==> src/rtl/uart_pkg.sv <==
// Shared UART definitions: receiver state encoding and bit-period arithmetic.
package uart_pkg;

    typedef enum logic [2:0] {
        IDLE,
        START,
        DATA,
        PARITY,
        STOP,
        WAIT_HIGH
    } uart_state_t;

    // Integer truncation; the residual error is absorbed by mid-bit sampling.
    function automatic int unsigned clks_per_bit(input int unsigned clk_freq,
                                                 input int unsigned baud);
        return clk_freq / baud;
    endfunction

endpackage

==> src/rtl/uart_sync.sv <==
// Two-flop synchroniser for the asynchronous RX pin; resets to the idle (high) level.
module uart_sync (
    input  logic clk,
    input  logic rst_n,
    input  logic d,
    output logic q
);

    logic meta;

    always_ff @(posedge clk or negedge rst_n) begin
        if (!rst_n) begin
            meta <= 1'b1;
            q    <= 1'b1;
        end else begin
            meta <= d;
            q    <= meta;
        end
    end

endmodule

==> src/rtl/uart_receiver.sv <==
// UART receiver: start, 8 data bits LSB first, parity, 1 stop; shows the last good
// byte on LEDR and the parity verdict of that frame on check_parity.
module uart_receiver
    import uart_pkg::*;
#(
    parameter int unsigned CLK_FREQ   = 125000000,
    parameter int unsigned BAUD       = 115200,
    parameter int unsigned PARITY_ODD = 0
) (
    input  logic       CLOCK_125_p,
    input  logic       CPU_RESET_n,
    input  logic       SW,
    output logic [7:0] LEDR,
    output logic       check_parity
);

    localparam int unsigned CPB = clks_per_bit(CLK_FREQ, BAUD);
    localparam int unsigned CW  = $clog2(CPB);
    localparam logic [CW-1:0] CPB_LAST  = CW'(CPB - 1);
    localparam logic [CW-1:0] HALF_LAST = CW'(CPB / 2 - 1);
    localparam logic PARITY_SENSE = (PARITY_ODD != 0);

    logic rx;

    uart_sync u_sync (
        .clk   (CLOCK_125_p),
        .rst_n (CPU_RESET_n),
        .d     (SW),
        .q     (rx)
    );

    uart_state_t   state_q, state_d;
    logic [CW-1:0] cnt_q, cnt_d;
    logic [2:0]    bit_q, bit_d;
    logic [7:0]    shift_q, shift_d;
    logic          err_q, err_d;
    logic [7:0]    led_q, led_d;
    logic          par_q, par_d;

    always_ff @(posedge CLOCK_125_p or negedge CPU_RESET_n) begin
        if (!CPU_RESET_n) begin
            state_q <= IDLE;
            cnt_q   <= '0;
            bit_q   <= '0;
            shift_q <= '0;
            err_q   <= 1'b0;
            led_q   <= '0;
            par_q   <= 1'b0;
        end else begin
            state_q <= state_d;
            cnt_q   <= cnt_d;
            bit_q   <= bit_d;
            shift_q <= shift_d;
            err_q   <= err_d;
            led_q   <= led_d;
            par_q   <= par_d;
        end
    end

    // The baud counter free-runs inside a bit and restarts at every sample point.
    always_comb begin
        state_d = state_q;
        cnt_d   = cnt_q + 1'b1;
        bit_d   = bit_q;
        shift_d = shift_q;
        err_d   = err_q;
        led_d   = led_q;
        par_d   = par_q;
        case (state_q)
            IDLE: begin
                cnt_d = '0;
                if (!rx) begin
                    bit_d   = '0;
                    state_d = START;
                end
            end
            START: begin
                if (cnt_q == HALF_LAST) begin
                    cnt_d   = '0;
                    state_d = rx ? IDLE : DATA;
                end
            end
            DATA: begin
                if (cnt_q == CPB_LAST) begin
                    cnt_d   = '0;
                    shift_d = {rx, shift_q[7:1]};
                    bit_d   = bit_q + 3'd1;
                    if (bit_q == 3'd7) begin
                        state_d = PARITY;
                    end
                end
            end
            PARITY: begin
                if (cnt_q == CPB_LAST) begin
                    cnt_d   = '0;
                    err_d   = (^shift_q) ^ rx ^ PARITY_SENSE;
                    state_d = STOP;
                end
            end
            STOP: begin
                if (cnt_q == CPB_LAST) begin
                    cnt_d = '0;
                    if (rx) begin
                        led_d   = shift_q;
                        par_d   = err_q;
                        state_d = IDLE;
                    end else begin
                        state_d = WAIT_HIGH;
                    end
                end
            end
            WAIT_HIGH: begin
                cnt_d = '0;
                if (rx) begin
                    state_d = IDLE;
                end
            end
            default: begin
                cnt_d   = '0;
                state_d = IDLE;
            end
        endcase
    end

    assign LEDR         = led_q;
    assign check_parity = par_q;

endmodule

==> config.mk <==
export PLATFORM = sky130hd
export DESIGN_NAME = uart_receiver
export DESIGN_NICKNAME = d
export VERILOG_FILES = /design/src/rtl/uart_pkg.sv /design/src/rtl/uart_sync.sv /design/src/rtl/uart_receiver.sv
export SDC_FILE = /design/constraint.sdc
export NUM_CORES = 1
export LEC_CHECK = 0
export CORE_MARGIN = 3
export CORE_UTILIZATION = 40
export DETAILED_ROUTE_END_ITERATION = 10
export SLEW_MARGIN = 25
export SYNTH_ARGS = -nofsm -noshare
export SYNTH_HDL_FRONTEND = slang
export SYNTH_SLANG_ARGS = --single-unit
==> constraint.sdc <==
create_clock -name CLOCK_125_p -period 2.19 [get_ports CLOCK_125_p]
set_input_delay 0.3285 -clock CLOCK_125_p [delete_from_list [all_inputs] [get_ports CLOCK_125_p]]
set_output_delay 0.3285 -clock CLOCK_125_p [all_outputs]
set_load 0.05 [all_outputs]
==> results.toml, run 1 <==
[outcome]
status = "finished clean"

[placed_design]
place.gp.congestion = 0.857
dp_cells = 209
dp_hpwl_um = 1980
pre_cts_ws_ns = 0.241
numPortBuffers = 11

[grt]
grt_overflow = 0
grt_pass1_wl_um = 5020
track_usage = 0.125
grt_pass1_vias = 1066
grt_max_degree = 38
antenna_found_initial = 0

[worst_setup_path]
crit_arrival_ns = 2.12
cp_data_required_time_ns = 2.36
reg2reg_slack_ns = 0.25
end_kind = "flip-flop"
critPathLaunchType = "flip-flop"
critPathKind = "reg2reg"
crit_fanout = 14

[power]
leakage_nw = 0.943
p_comb_frac = 0.016
switchingPower_mw = 0.258
p_int_mw = 0.945
p_clk_frac = 0.412
p_seq_frac = 0.572
p_sw_frac = 0.214
finalPower_mw = 1.20
power_density_mw_per_mm2 = 596
ir_drop_v = 0.000457

[sta]
clock_skew_ns = 0.00417
maxSlewViolCount = 0
rsz0062_at_grt = "no"
setup_viol = 0
period_minus_slack_ns = 1.94
finalHoldViolCount = 0
fin_setup_tns_ns = 0
fin_ws_ns = 0.247
timing.fmax_ghz = 0.515
timing.slew.headroom = 0.477
timing.final.crit_share = 0.887
tightest_slew_ns = 0.785

[clocking]
cts_resized = 0
cts_tree = "done"
clk_root_buffer_cell = "clkbuf_8"
clk_latency_ns = 0.29
hold_buffers = 0
postCtsSetupBuffers = 0
clk_pin_slew_worst_paths_ns = 0.07
cts-buffers-inserted = 5
clock_path_buffers = 2
cts.sinks = 37
htreeDepth = 2

[routing]
avgRoutedWirePerCell_um = 12.7
route.detailed.drc = 0
vias_per_cell = 5.12
drt_iter0_markers = 133
dr_wl_met2_um = 1250
dr.pass1.iters = 4
top_layer_used = "met4"
wl_um = 2760
ant_nets = 0
wl_met1_um = 1350
vias = 1112
wl_met3_um = 99

[floorplanning]
io-pin-count = 12
num_rows = 23
die-area_mm2 = 0.00523
dieWidth_um = 72.3
die_height_um = 72.3
start_util = 0.427
core_mm2 = 0.00412

[final_layout]
fill_cells = 382
area.sequential_um2 = 928
layout_common_cells = "dfrtp_1 (35), nor2_1 (18), mux2_2 (14)"
syn_to_final_growth_pct = 14.9
final_layout_size_suffix_gt1_frac = 0.234
final_common_cell = "dfrtp_1"
diodes = 0
final_util = 0.491
nNetsFinal = 174
multi_input_area_um2 = 776
fin_cells = 217

[synth]
syn_area_mm2 = 0.00176
yosysSeqAreaShare = 0.528
synth_nets = 156
synth_top_area_cell = "dfrtp_1"
syn_avg_cell_area_um2 = 11.9
synth_top_area_share = 0.498
yosysUniqueCellTypes = 33
syn_inst = 148
yosys_warnings = 0
synth_area_leaders = "dfrtp_1 (50%), mux2_2 (9.0%), xnor2_1 (5.0%), nor2_1 (3.8%), ha_1 (3.6%)"
synth_seq_cells = 37

[run]
maxCapViolations = 0

[min_path]
holdCritPathClass = "in2async"
through the flow:
stage               area, um2  hold WS, ns
finish                   2020        0.114
global route             2020        0.199
CTS                      2020        0.151
detailed placement       1920        0.347
global placement         1920        0.346
floorplan                1760       0.0329
cell usage after synthesis:
| library cell | n |
|---|---|
| dfrtp_1 | 35 |
| nor2_1 | 18 |
| mux2_2 | 14 |
| nand3_1 | 10 |
| xnor2_1 | 10 |
| inv_1 | 8 |
| nand2_1 | 8 |
| xor2_1 | 7 |
| ha_1 | 5 |
| o21ai_0 | 5 |
| mux2_4 | 4 |
| dfstp_2 | 2 |
| nor3_1 | 2 |
| a221oi_1 | 1 |
| a31o_2 | 1 |
| a32oi_1 | 1 |
| and3_2 | 1 |
| buf_4 | 1 |
| buf_6 | 1 |
| clkbuf_2 | 1 |
| nand2b_1 | 1 |
| nand3_4 | 1 |
| nand4_4 | 1 |
| nand4b_1 | 1 |
| nor2b_1 | 1 |
| nor3_4 | 1 |
| nor4_1 | 1 |
| o22ai_1 | 1 |
| o31ai_1 | 1 |
| or2_2 | 1 |
| or3_1 | 1 |
| or3_4 | 1 |
| or4b_1 | 1 |
power groups by stage:
stage                     sequential, mW  clock [mW]  combinational, mW
after floorplan                    0.701           0            0.00364
final                              0.689       0.495             0.0192
after CTS                          0.689       0.518             0.0209
after global placement             0.702           0             0.0200
after detailed placement           0.702           0             0.0208
after global routing               0.689       0.551             0.0234
layout make-up:
type | count | area share
Sequential cell | 37 | 0.459
Multi-Input combinational cell | 100 | 0.384
Timing Repair Buffer | 14 | 0.0632
Clock buffer | 6 | 0.0409
Inverter | 8 | 0.0149
Clock inverter | 2 | 0.00681
Tap cell | 50 | 0.0310
state kept, by name, indices dropped and copies added (netlist names):
name	count
LEDR	8
bit_q	3
check_parity	1
cnt_q	11
err_q	1
shift_q	8
state_q	3
u_sync.meta	1
u_sync.q	1
worst max-delay path, cell delays in order, from the launching register on:
cell and delay (ns):
dfrtp_1 0.42, or3_4 0.43, nor3_4 0.37, nand3_4 0.26, mux2_4 0.35
per-layer routing:
layer	global-route usage	up-vias
li1	-	542
met1	0.169	547
met2	0.182	18
met3	0.0332	5
met4	0.0689	0
met5	0	-
cell families after synthesis:
group | after synthesis | synth area share
adder cells (fa/ha/maj) | 5 | 0.0356
flip-flops | 37 | 0.528
AO/OA/AOI/OAI | 10 | 0.0370
buffers and inverters | 11 | 0.0306
multiplexers | 18 | 0.124
XOR/XNOR | 17 | 0.0847
AND/OR/NAND/NOR | 50 | 0.160
final timing paths:
check,start,to,depth (start not counted)
min reg2reg,u_sync.meta,u_sync.q,0
min in group CLOCK_125_p,u_sync.meta,u_sync.q,0
max in group asynchronous,CPU_RESET_n,state_q[1],1
max,cnt_q[6],shift_q[3],4
min,CPU_RESET_n,cnt_q[5],1
max reg2reg,cnt_q[6],shift_q[3],4
Power figures use the tool's default switching activity.
==> run 2, diff against run 1 <==
--- a/config.mk
+++ b/config.mk
@@ -11,4 +11,5 @@
 export SLEW_MARGIN = 25
 export SYNTH_ARGS = -nofsm -noshare
 export SYNTH_HDL_FRONTEND = slang
+export SYNTH_HIERARCHICAL = 1
 export SYNTH_SLANG_ARGS = --single-unit
==> results.toml, run 2 <==
[worst_setup_path]
r2r-end = "shift_q[0]"
critPathKind = "reg2reg"
critPathMaxStageDelay_ns = 0.44
crit_family = "simple AND/OR/NAND/NOR gates"
worst-path-buf-inv = 1
ff2ff_path_depth = 5
end_kind = "flip-flop"
critPathLaunchType = "flip-flop"
rr_startpoint = "cnt_q[0]"
cp_data_required_time_ns = 2.36
reg2reg_slack_ns = 0.38
crit_arrival_ns = 1.97
path_depth = 5
crit_fanout = 14
crit_chain = "inv_1, ha_1, and4b_1, nand4_2, mux2_2"
cp_slowest_cell = "dfrtp_1"

[sta]
timing.slew.headroom = 0.660
rsz0062_at_grt = "no"
fin_setup_tns_ns = 0
period_minus_slack_ns = 1.81
tightest_slew_ns = 0.509
maxSlewViolCount = 0
holdWs_ns = 0.357
finalHoldViolCount = 0
timing.fmax_ghz = 0.554
setup_viol = 0
fin_ws_ns = 0.384
timing.final.crit_share = 0.825
clock_skew_ns = 0.00653

[routing]
vias_per_cell = 5.22
ant_nets = 0
dr.pass1.iters = 4
drt_iter0_markers = 42
vias = 1133
route.detailed.drc = 0
avgRoutedWirePerCell_um = 13.5
wl_um = 2940

[floorplanning]
die-area_mm2 = 0.00526
dieWidth_um = 72.6
die_height_um = 72.6
io-pin-count = 12
num_rows = 23
start_util = 0.428
core_mm2 = 0.00414

[power]
leakage_nw = 0.940
power_density_mw_per_mm2 = 582
ir_drop_v = 0.000301
finalPower_mw = 1.18

[synth]
syn_inst = 151
synth_top_area_cell = "dfrtp_1"
yosysUniqueCellTypes = 34
yosys_warnings = 6
synth_seq_cells = 37
synthMostInstantiatedCell = "dfrtp_1"
yosysSeqAreaShare = 0.524
synth_top_flop_cell = "dfrtp_1"
synth_edf_count = 0
synth_nets = 159
synth_common_cells = "dfrtp_1 (35), mux2_2 (18), nor2_1 (16), xnor2_1 (11), nand3_1 (9)"
ys_async_sr_fraction = 1.00
syn_area_mm2 = 0.00177
synth_area_leaders = "dfrtp_1 (49%), mux2_2 (11%), xnor2_1 (5.4%), ha_1 (3.5%), nor2_1 (3.4%)"
syn_avg_cell_area_um2 = 11.7
synth_top_area_share = 0.494

[placed_design]
dp_hpwl_um = 2080
pre_cts_ws_ns = 0.374
placed_area_mm2 = 0.00194
numPortBuffers = 11
dp_cells = 209
place.gp.congestion = 0.756

[clocking]
cts_tree = "done"
cts-buffers-inserted = 5
clk_pin_slew_worst_paths_ns = 0.07
hold_buffers = 0
postCtsSetupBuffers = 0
clk_root_buffer_cell = "clkbuf_8"
htreeDepth = 2
clock_path_buffers = 2
cts.sinks = 37
clk_latency_ns = 0.28
cts_resized = 0

[min_path]
holdCritPathClass = "reg2reg"
worstHoldPathCells = 0
min_from = "u_sync/meta"
whs_endpoint = "u_sync/q"

[final_layout]
diodes = 0
regMostFlops = "cnt_q"
final_util = 0.489
fin_cells = 217
final_common_cell = "dfrtp_1"
largest_register_ffs = 11
fill_cells = 408
stdcell_area_mm2 = 0.00203
multi_input_area_um2 = 798
layout_common_cells = "dfrtp_1 (35), mux2_2 (18), nor2_1 (16)"
area.sequential_um2 = 928
final_layout_size_suffix_gt1_frac = 0.222
syn_to_final_growth_pct = 14.5
nNetsFinal = 174

[grt]
grt_overflow = 0
grt_pass1_wl_um = 5100
track_usage = 0.128
grt_max_degree = 38
grt_pass1_vias = 1103
antenna_found_initial = 0

[outcome]
status = "finished clean"

[run]
maxCapViolations = 0
==> run 2: cells by family (layout without fill, tap and decap cells) <==
family / Yosys count / after routing / synth area share
AND/OR/NAND/NOR: 51 / 51 / 0.165
flip-flops: 37 / 37 / 0.524
multiplexers: 18 / 18 / 0.114
XOR/XNOR: 16 / 16 / 0.0869
AO/OA/AOI/OAI: 13 / 13 / 0.0494
buffers and inverters: 11 / 27 / 0.0254
adder cells (fa/ha/maj): 5 / 5 / 0.0353
==> run 2: cell type report <==
class | instances | area share
Clock buffer | 5 | 0.0339
Clock inverter | 3 | 0.0111
Inverter | 6 | 0.0111
Multi-Input combinational cell | 103 | 0.394
Sequential cell | 37 | 0.458
Tap cell | 50 | 0.0308
Timing Repair Buffer | 13 | 0.0617
==> run 2: per-layer routing <==
layer  part of all wire  global-route usage  vias to the layer above
met5                  0                   0                        -
met4             0.0082              0.0430                        0
met3              0.025              0.0416                        2
met2               0.49               0.208                       12
met1               0.48               0.159                      558
li1                   -                   -                      561
==> run 2: power breakdown <==
group	internal (mW)	total, mW	switching [mW]
Sequential	0.686	0.688	0.00223
Combinational	0.00630	0.0214	0.0151
Clock	0.225	0.471	0.246
Total	0.918	1.18	0.263
==> run 2: how the worst max path moves through the flow <==
stage	startpoint	to
5_1_grt	cnt_q[0]	shift_q[6]
3_5_place_dp	cnt_q[0]	shift_q[0]
3_3_place_gp	cnt_q[0]	shift_q[3]
2_1_floorplan	cnt_q[0]	shift_q[3]
4_1_cts	cnt_q[0]	shift_q[0]
6_report	cnt_q[0]	shift_q[0]
